==> src/rtl/id_counter_dco.sv <==
// rtl/id_counter_dco.sv - DPLL increment/decrement counter and DCO with divide-by-N recovered clock
module id_counter_dco #(
  parameter int ID_MOD_W = 2,
  parameter int PEND_W   = 3,
  parameter int NDIV_W   = 8
) (
  input  logic              clk,
  input  logic              reset,
  input  logic              enable,
  input  logic              carry,
  input  logic              borrow,
  input  logic [NDIV_W-1:0] nDiv,
  output logic              idOut,
  output logic              fOut,
  output logic              adv,
  output logic              ret,
  output logic              ovf
);

  localparam logic [ID_MOD_W-1:0]    PH_LAST  = '1;
  localparam logic signed [PEND_W+1:0] PEND_MAX = (PEND_W+2)'((1 << (PEND_W-1)) - 1);
  localparam logic signed [PEND_W+1:0] PEND_MIN = -PEND_MAX;

  logic [ID_MOD_W-1:0]      ph_q, ph_d;
  logic signed [PEND_W-1:0] pend_q, pend_d;
  logic                     held_q, held_d;
  logic [NDIV_W-1:0]        div_cnt_q, div_cnt_d;
  logic                     fout_q, fout_d;
  logic                     adv_q, adv_d;
  logic                     ret_q, ret_d;
  logic                     ovf_q, ovf_d;

  logic                     corr_pt;
  logic                     rise;
  logic signed [PEND_W+1:0] net;
  logic signed [PEND_W+1:0] pend_raw;

  always_comb begin
    net = '0;
    if (enable && carry && !borrow) net = (PEND_W+2)'(1);
    else if (enable && borrow && !carry) net = '1;

    // held_q marks the extra clk of a retard so the repeated M-1 is not a second correction point
    corr_pt = enable && !held_q && (ph_q == PH_LAST);
    adv_d   = corr_pt && !pend_q[PEND_W-1] && (pend_q != '0);
    ret_d   = corr_pt && pend_q[PEND_W-1];
    held_d  = ret_d;

    ph_d = ph_q + ID_MOD_W'(1);
    if (adv_d) ph_d = ID_MOD_W'(1);
    else if (ret_d) ph_d = ph_q;

    pend_raw = {{2{pend_q[PEND_W-1]}}, pend_q} + net;
    if (adv_d) pend_raw = pend_raw - (PEND_W+2)'(1);
    else if (ret_d) pend_raw = pend_raw + (PEND_W+2)'(1);

    pend_d = pend_raw[PEND_W-1:0];
    ovf_d  = 1'b0;
    if (!enable) begin
      pend_d = '0;
    end else if (pend_raw > PEND_MAX) begin
      pend_d = PEND_MAX[PEND_W-1:0];
      ovf_d  = 1'b1;
    end else if (pend_raw < PEND_MIN) begin
      pend_d = PEND_MIN[PEND_W-1:0];
      ovf_d  = 1'b1;
    end

    rise      = !ph_q[ID_MOD_W-1] && ph_d[ID_MOD_W-1];
    div_cnt_d = div_cnt_q;
    fout_d    = ph_d[ID_MOD_W-1];
    if (nDiv < NDIV_W'(2)) begin
      div_cnt_d = '0;
    end else begin
      // the >= compare also recovers a count left out of range by an nDiv change
      if (rise) div_cnt_d = (div_cnt_q >= nDiv - NDIV_W'(1)) ? '0 : div_cnt_q + NDIV_W'(1);
      fout_d = (div_cnt_d < (nDiv >> 1));
    end
  end

  always_ff @(posedge clk or negedge reset) begin
    if (!reset) begin
      ph_q      <= '0;
      pend_q    <= '0;
      held_q    <= 1'b0;
      div_cnt_q <= '0;
      fout_q    <= 1'b0;
      adv_q     <= 1'b0;
      ret_q     <= 1'b0;
      ovf_q     <= 1'b0;
    end else begin
      ph_q      <= ph_d;
      pend_q    <= pend_d;
      held_q    <= held_d;
      div_cnt_q <= div_cnt_d;
      fout_q    <= fout_d;
      adv_q     <= adv_d;
      ret_q     <= ret_d;
      ovf_q     <= ovf_d;
    end
  end

  assign idOut = ph_q[ID_MOD_W-1];
  assign fOut  = fout_q;
  assign adv   = adv_q;
  assign ret   = ret_q;
  assign ovf   = ovf_q;

endmodule

==> config.mk <==
export PLATFORM = sky130hd
export DESIGN_NAME = id_counter_dco
export DESIGN_NICKNAME = d
export VERILOG_FILES = /design/src/rtl/id_counter_dco.sv
export SDC_FILE = /design/constraint.sdc
export NUM_CORES = 1
export LEC_CHECK = 0
export BUFFER_PORTS_ARGS = -buffer_cell sky130_fd_sc_hd__buf_2
export CORE_UTILIZATION = 45
export CTS_BUF_LIST = sky130_fd_sc_hd__clkbuf_8
export DETAILED_ROUTE_END_ITERATION = 10
export PLACE_DENSITY = 0.74
export SLEW_MARGIN = 0
export SYNTH_ARGS = -nofsm -noshare
export SYNTH_HDL_FRONTEND = slang
export SYNTH_SLANG_ARGS = --single-unit
==> constraint.sdc <==
create_clock -name clk -period 4.7 [get_ports clk]
set_clock_uncertainty 0.15 [all_clocks]
set_input_delay 0.235 -clock clk [delete_from_list [all_inputs] [get_ports clk]]
set_output_delay 0.235 -clock clk [all_outputs]
set_load 0.02 [all_outputs]
# --- After elaboration in Yosys (flattened, before gate mapping) ---
# Cells that the tools add are included.
# W data, S select, Z words.
word_totals:
  regBits: 17
  latch_bits: 0
  romBits: 0
  ramBits: 0
  inputBits: 13
  output_inout_bits: 5
  memories: 0
op_classes:
  order_cmp: 5
  n_addsub: 6
  shift: 0
  n_reduce_logical: 16
  mux: 17
  div_mod_pow: 0
  n_mul: 0
  eq_ne: 2
  n_bitwise: 0
ops:
  columns: ["operator", "count"]
  rows:
  - ["$mux W8", 4]
  - ["$mux W5", 4]
  - ["$logic_and A1 B1 Y1", 10]
  - ["$mux W3", 3]
  - ["$add A8 B1 Y8 const B", 1]
  - ["$ge A8 B8 Y1", 1]
  - ["$lt A8 B2 Y1 const B", 1]
  - ["$lt A8 B7 Y1", 1]
  - ["$sub A8 B1 Y8 const B", 1]
  - ["$add A5 B2 Y5 const B", 1]
  - ["$add A5 B5 Y5", 1]
  - ["$gt A5 B3 Y1 const B", 1]
  - ["$logic_not A1 Y1", 5]
  - ["$lt A5 B3 Y1 const B", 1]
  - ["$sub A5 B2 Y5 const B", 1]
  - ["$mux W1", 4]
  - ["$mux W2", 2]
  - ["$reduce_bool A3 Y1", 1]
  - ["$add A2 B1 Y2 const B", 1]
  - ["$eq A2 B2 Y1 const B", 1]
  - ["$ne A2 B2 Y1 const B", 1]

# --- Depth between registers and ports, before layout ---
logic_depth:
  depth_word: 12
  mapped_depth: 18
  mapped_depth_nobuf: 18

# --- Least setup slack after synthesis ---
# OpenSTA, ideal clock, no wires.
synth_path:
  path_type: "in2reg"
  startpoint: "in nDiv[0]"
  endpoint: "reg fout_q (netlist: fOut)"
  path_stages: 14
  path_slack_ns: 1.385
  t_arrival_ns: 3.083
  cell_sequence: "nor3_1 > and3_1 > xnor2_1 > ha_1 > a21o_1 > a21o_1 > a221o_1 > or2_1 > o31ai_1 > ha_1 > a21o_1 > a21oi_1 > o2111ai_1 > a31oi_1"
synth_via:
  elab_chain_cells: 7
  elab_cells_between_ends: 8
  cone_classes: "1 x add/sub; 3 x order compare; 4 x mux"
synth_lines:
  columns: ["element", "line_no", "text"]
  rows:
  - ["start, declared", "12", "input logic [NDIV_W-1:0] nDiv,"]
  - ["$sub A8 B1 Y8", "76", "if (rise) div_cnt_d = (div_cnt_q >= nDiv - NDIV_W'(1)) ? '0 : div_cnt_q + NDIV_W'(1);"]
  - ["$ge A8 B8 Y1", "76", null]
  - ["$mux W8 (2 in a row)", "76", null]
  - ["$mux W8", "72", "if (nDiv < NDIV_W'(2)) begin"]
  - ["$lt A8 B7 Y1", "77", "fout_d = (div_cnt_d < (nDiv >> 1));"]
  - ["$mux W1 *", "72", null]
  - ["named net fout_d", "28", "logic fout_q, fout_d;"]
  - ["end signal, assigned", "96", "fout_q <= fout_d;"]
  - ["end, declared", "28", null]
# Mark *: on every way through the listed nets, which the timed path passes. The rest lies on a longest branch. The select of a mux whose other input is x is not followed.
# A chain may end at the register's enable or synchronous reset.

# --- Worst setup path in the final report ---
layout_path:
  startpoint: "in nDiv[1]"
  endpoint: "reg fout_q (netlist: fOut)"
# The elaborated chain is that of the path after synthesis.

==> results.tsv <==
metric	value	unit
synthTopCellsByArea	dfrtp_1 25%, ha_1 16%, xnor2_1 5.7%	
setup_ws	1.18	ns
io_buffers	17	
root_buffer	clkbuf_8	
grt_pass1_vias	1403	
cts_tree	yes	
dp_hpwl	2.87	mm
synth_edf_count	0	
final_cell_mix	22 x ha_1, 18 x nand2_1, 18 x inv_1	
first_pass_iters	4	
chipWidth	63.1	um
powerDensity	426	mW/mm2
crit_type	in2reg	
syn-instance-count	190	
rsz0062_at_grt	false	
ys_ff_latch	17	
globalRouteOverflowTotal	0	
final-instance-count-excl-fill	257	
dp_slack	0.956	ns
period_minus_slack	3.52	ns
synth_nets	227	
yosys_warnings	0	
ant_nets	0	
drcViolationCount	0	
synth_flop_cell	dfrtp_1	
num_vias	1427	
cts_sinks	17	
clock_latency	0.25	ns
setup_viol	0	
path_clk_slew	0.07	ns
ios	18	
cp.arrival	3.54	ns
die-area	0.00398	mm2
ys_types	54	
cts_made_buffers	3	
htree_levels	1	
mostFrequentLayoutCell	ha_1	
drive_above_1_share	16.1	%
status	complete, no violations	
synth_area_per_cell	8.83	um2
grtUsageTotal	19.5	%
fin_util	54.3	%
yosysTopAreaCellShare	25.4	%
cp_max_fo	10	
fillCellCount	308	
grt_max_degree	18	
antenna_found_initial	0	
die_h	63.1	um
p_total	796	uW
yosysSeqAreaShare	25.4	%
relSlewSlack	45.6	%
p_leak	0.000938	uW
initial_core_util	48.7	%
dp.cells	252	
syn_area	0.00168	mm2
routed_via_density	5.55	
yosys.area.top_type	dfrtp_1	
fin_crit_sh	74.9	%
endpoint_kind	flop	
tns	0	ns
startpoint_type	input port	
tightest_slew	0.810	ns
num_rows	21	
post_cts_buffers	0	
core	0.00344	mm2
final_nets	249	
n_antenna_cell	0	
routed_wl	3.51	mm
area_delta_synth_final	11.3	%
clock_path_buffers	2	
drt_iter0_drc	50	
final-hold-violation-count	0	
ir_worst_vdd	0.300	mV
hold_path.class	in2reg	
cap_violations	0	
gp_routability_congestion	0.879	
max_freq	284	MHz
slew_violations	0	
grt_pass1_wl	6.31	mm
wl_per_cell	13.7	um
async_flop_share	100	%
crit_required	4.72	ns
-- logic make-up (layout without fill, tap and decap cells) --
kind of cell | count (synthesis) | after routing | synth area share (%)
and+or+nand+nor | 70 | 70 | 22.1
AOI/OAI and AO/OA | 44 | 44 | 18.8
adders and majority gates | 24 | 24 | 18.8
buffers and inverters | 19 | 40 | 4.77
DFF | 17 | 17 | 25.4
xor gates and xnor gates | 14 | 14 | 8.20
muxes | 2 | 2 | 1.94
-- power breakdown --
| group | total (uW) | switching, uW | internal (uW) |
|---|---|---|---|
| clock network | 108 | 50.2 | 57.9 |
| registers | 229 | 42.7 | 186 |
| logic | 460 | 272 | 187 |
-- flip-flops by register name, summed over array words and instances (netlist names) --
name       flops
ovf            1
div_cnt_q      8
ret            1
fOut           1
adv            1
pend_q         3
ph_q           2
-- cell usage after synthesis (all sizes together) (3+ instances only) --
master and n:
and3 3, a21o 5, nor2b 6, dfrtp 17, a21oi 7, nand2 19, nor2 16, nand3 7
xnor2 12, inv 17, ha 22, o31ai 3, nor3 4, o21ai 11, nand3b 4
-- worst max-delay path: stages --
cell       delay (ns)
buf_2            0.12
nor3_1           0.27
and3_1           0.21
xnor2_1          0.11
ha_1             0.26
a21o_1           0.15
a21o_1           0.16
a221o_1          0.47
or2_1            0.30
o31ai_1          0.24
ha_1             0.30
a21o_1           0.18
a21oi_1          0.22
o2111ai_1        0.14
a31oi_1          0.16
-- per-stage QoR --
stage	instance area (um2)	hold slack, ns
after floorplan	1680	-0.211
after global placement	1810	0.0242
after detailed placement	1810	0.0334
after CTS	1870	0.120
after global routing	1870	0.115
final	1870	0.125
-- worst paths after layout --
path	startpoint	endpoint	slack, ns	cells after the start
min reg2reg	ph_q[0]	ph_q[0]	0.33	1
min	enable	ovf	0.12	2
max	nDiv[1]	fOut	1.18	15
max in group asynchronous	reset	div_cnt_q[3]	3.83	2
max reg2reg	div_cnt_q[5]	fOut	1.34	11
min in group asynchronous	reset	div_cnt_q[6]	0.30	2
-- layout make-up --
| type | count | area, um2 | share of cell area (%) |
|---|---|---|---|
| well taps | 46 | 57.6 | 3.08 |
| multi-input cells | 154 | 1170 | 62.8 |
| flip-flops and latches | 17 | 425 | 22.8 |
| clock inverters | 1 | 3.75 | 0.201 |
| inverters | 18 | 72.6 | 3.88 |
| clock buffers | 3 | 41.3 | 2.21 |
| repair buffers | 18 | 95.1 | 5.09 |
-- per-layer routing --
layer	GRT usage [%]	vias up	wire, um
met2	30.4	30	1610
li1	-	726	-
met5	0	-	0
met3	3.44	2	140
met4	5.23	0	12
met1	27.6	669	1750
-- what timing repair did --
action                                 in CTS  in global routing
endpoints found under the hold margin      17                  0
hold buffers                                1                  0
gates resized for setup                     0                  0
No activity file was read; power rests on OpenSTA's default activity.
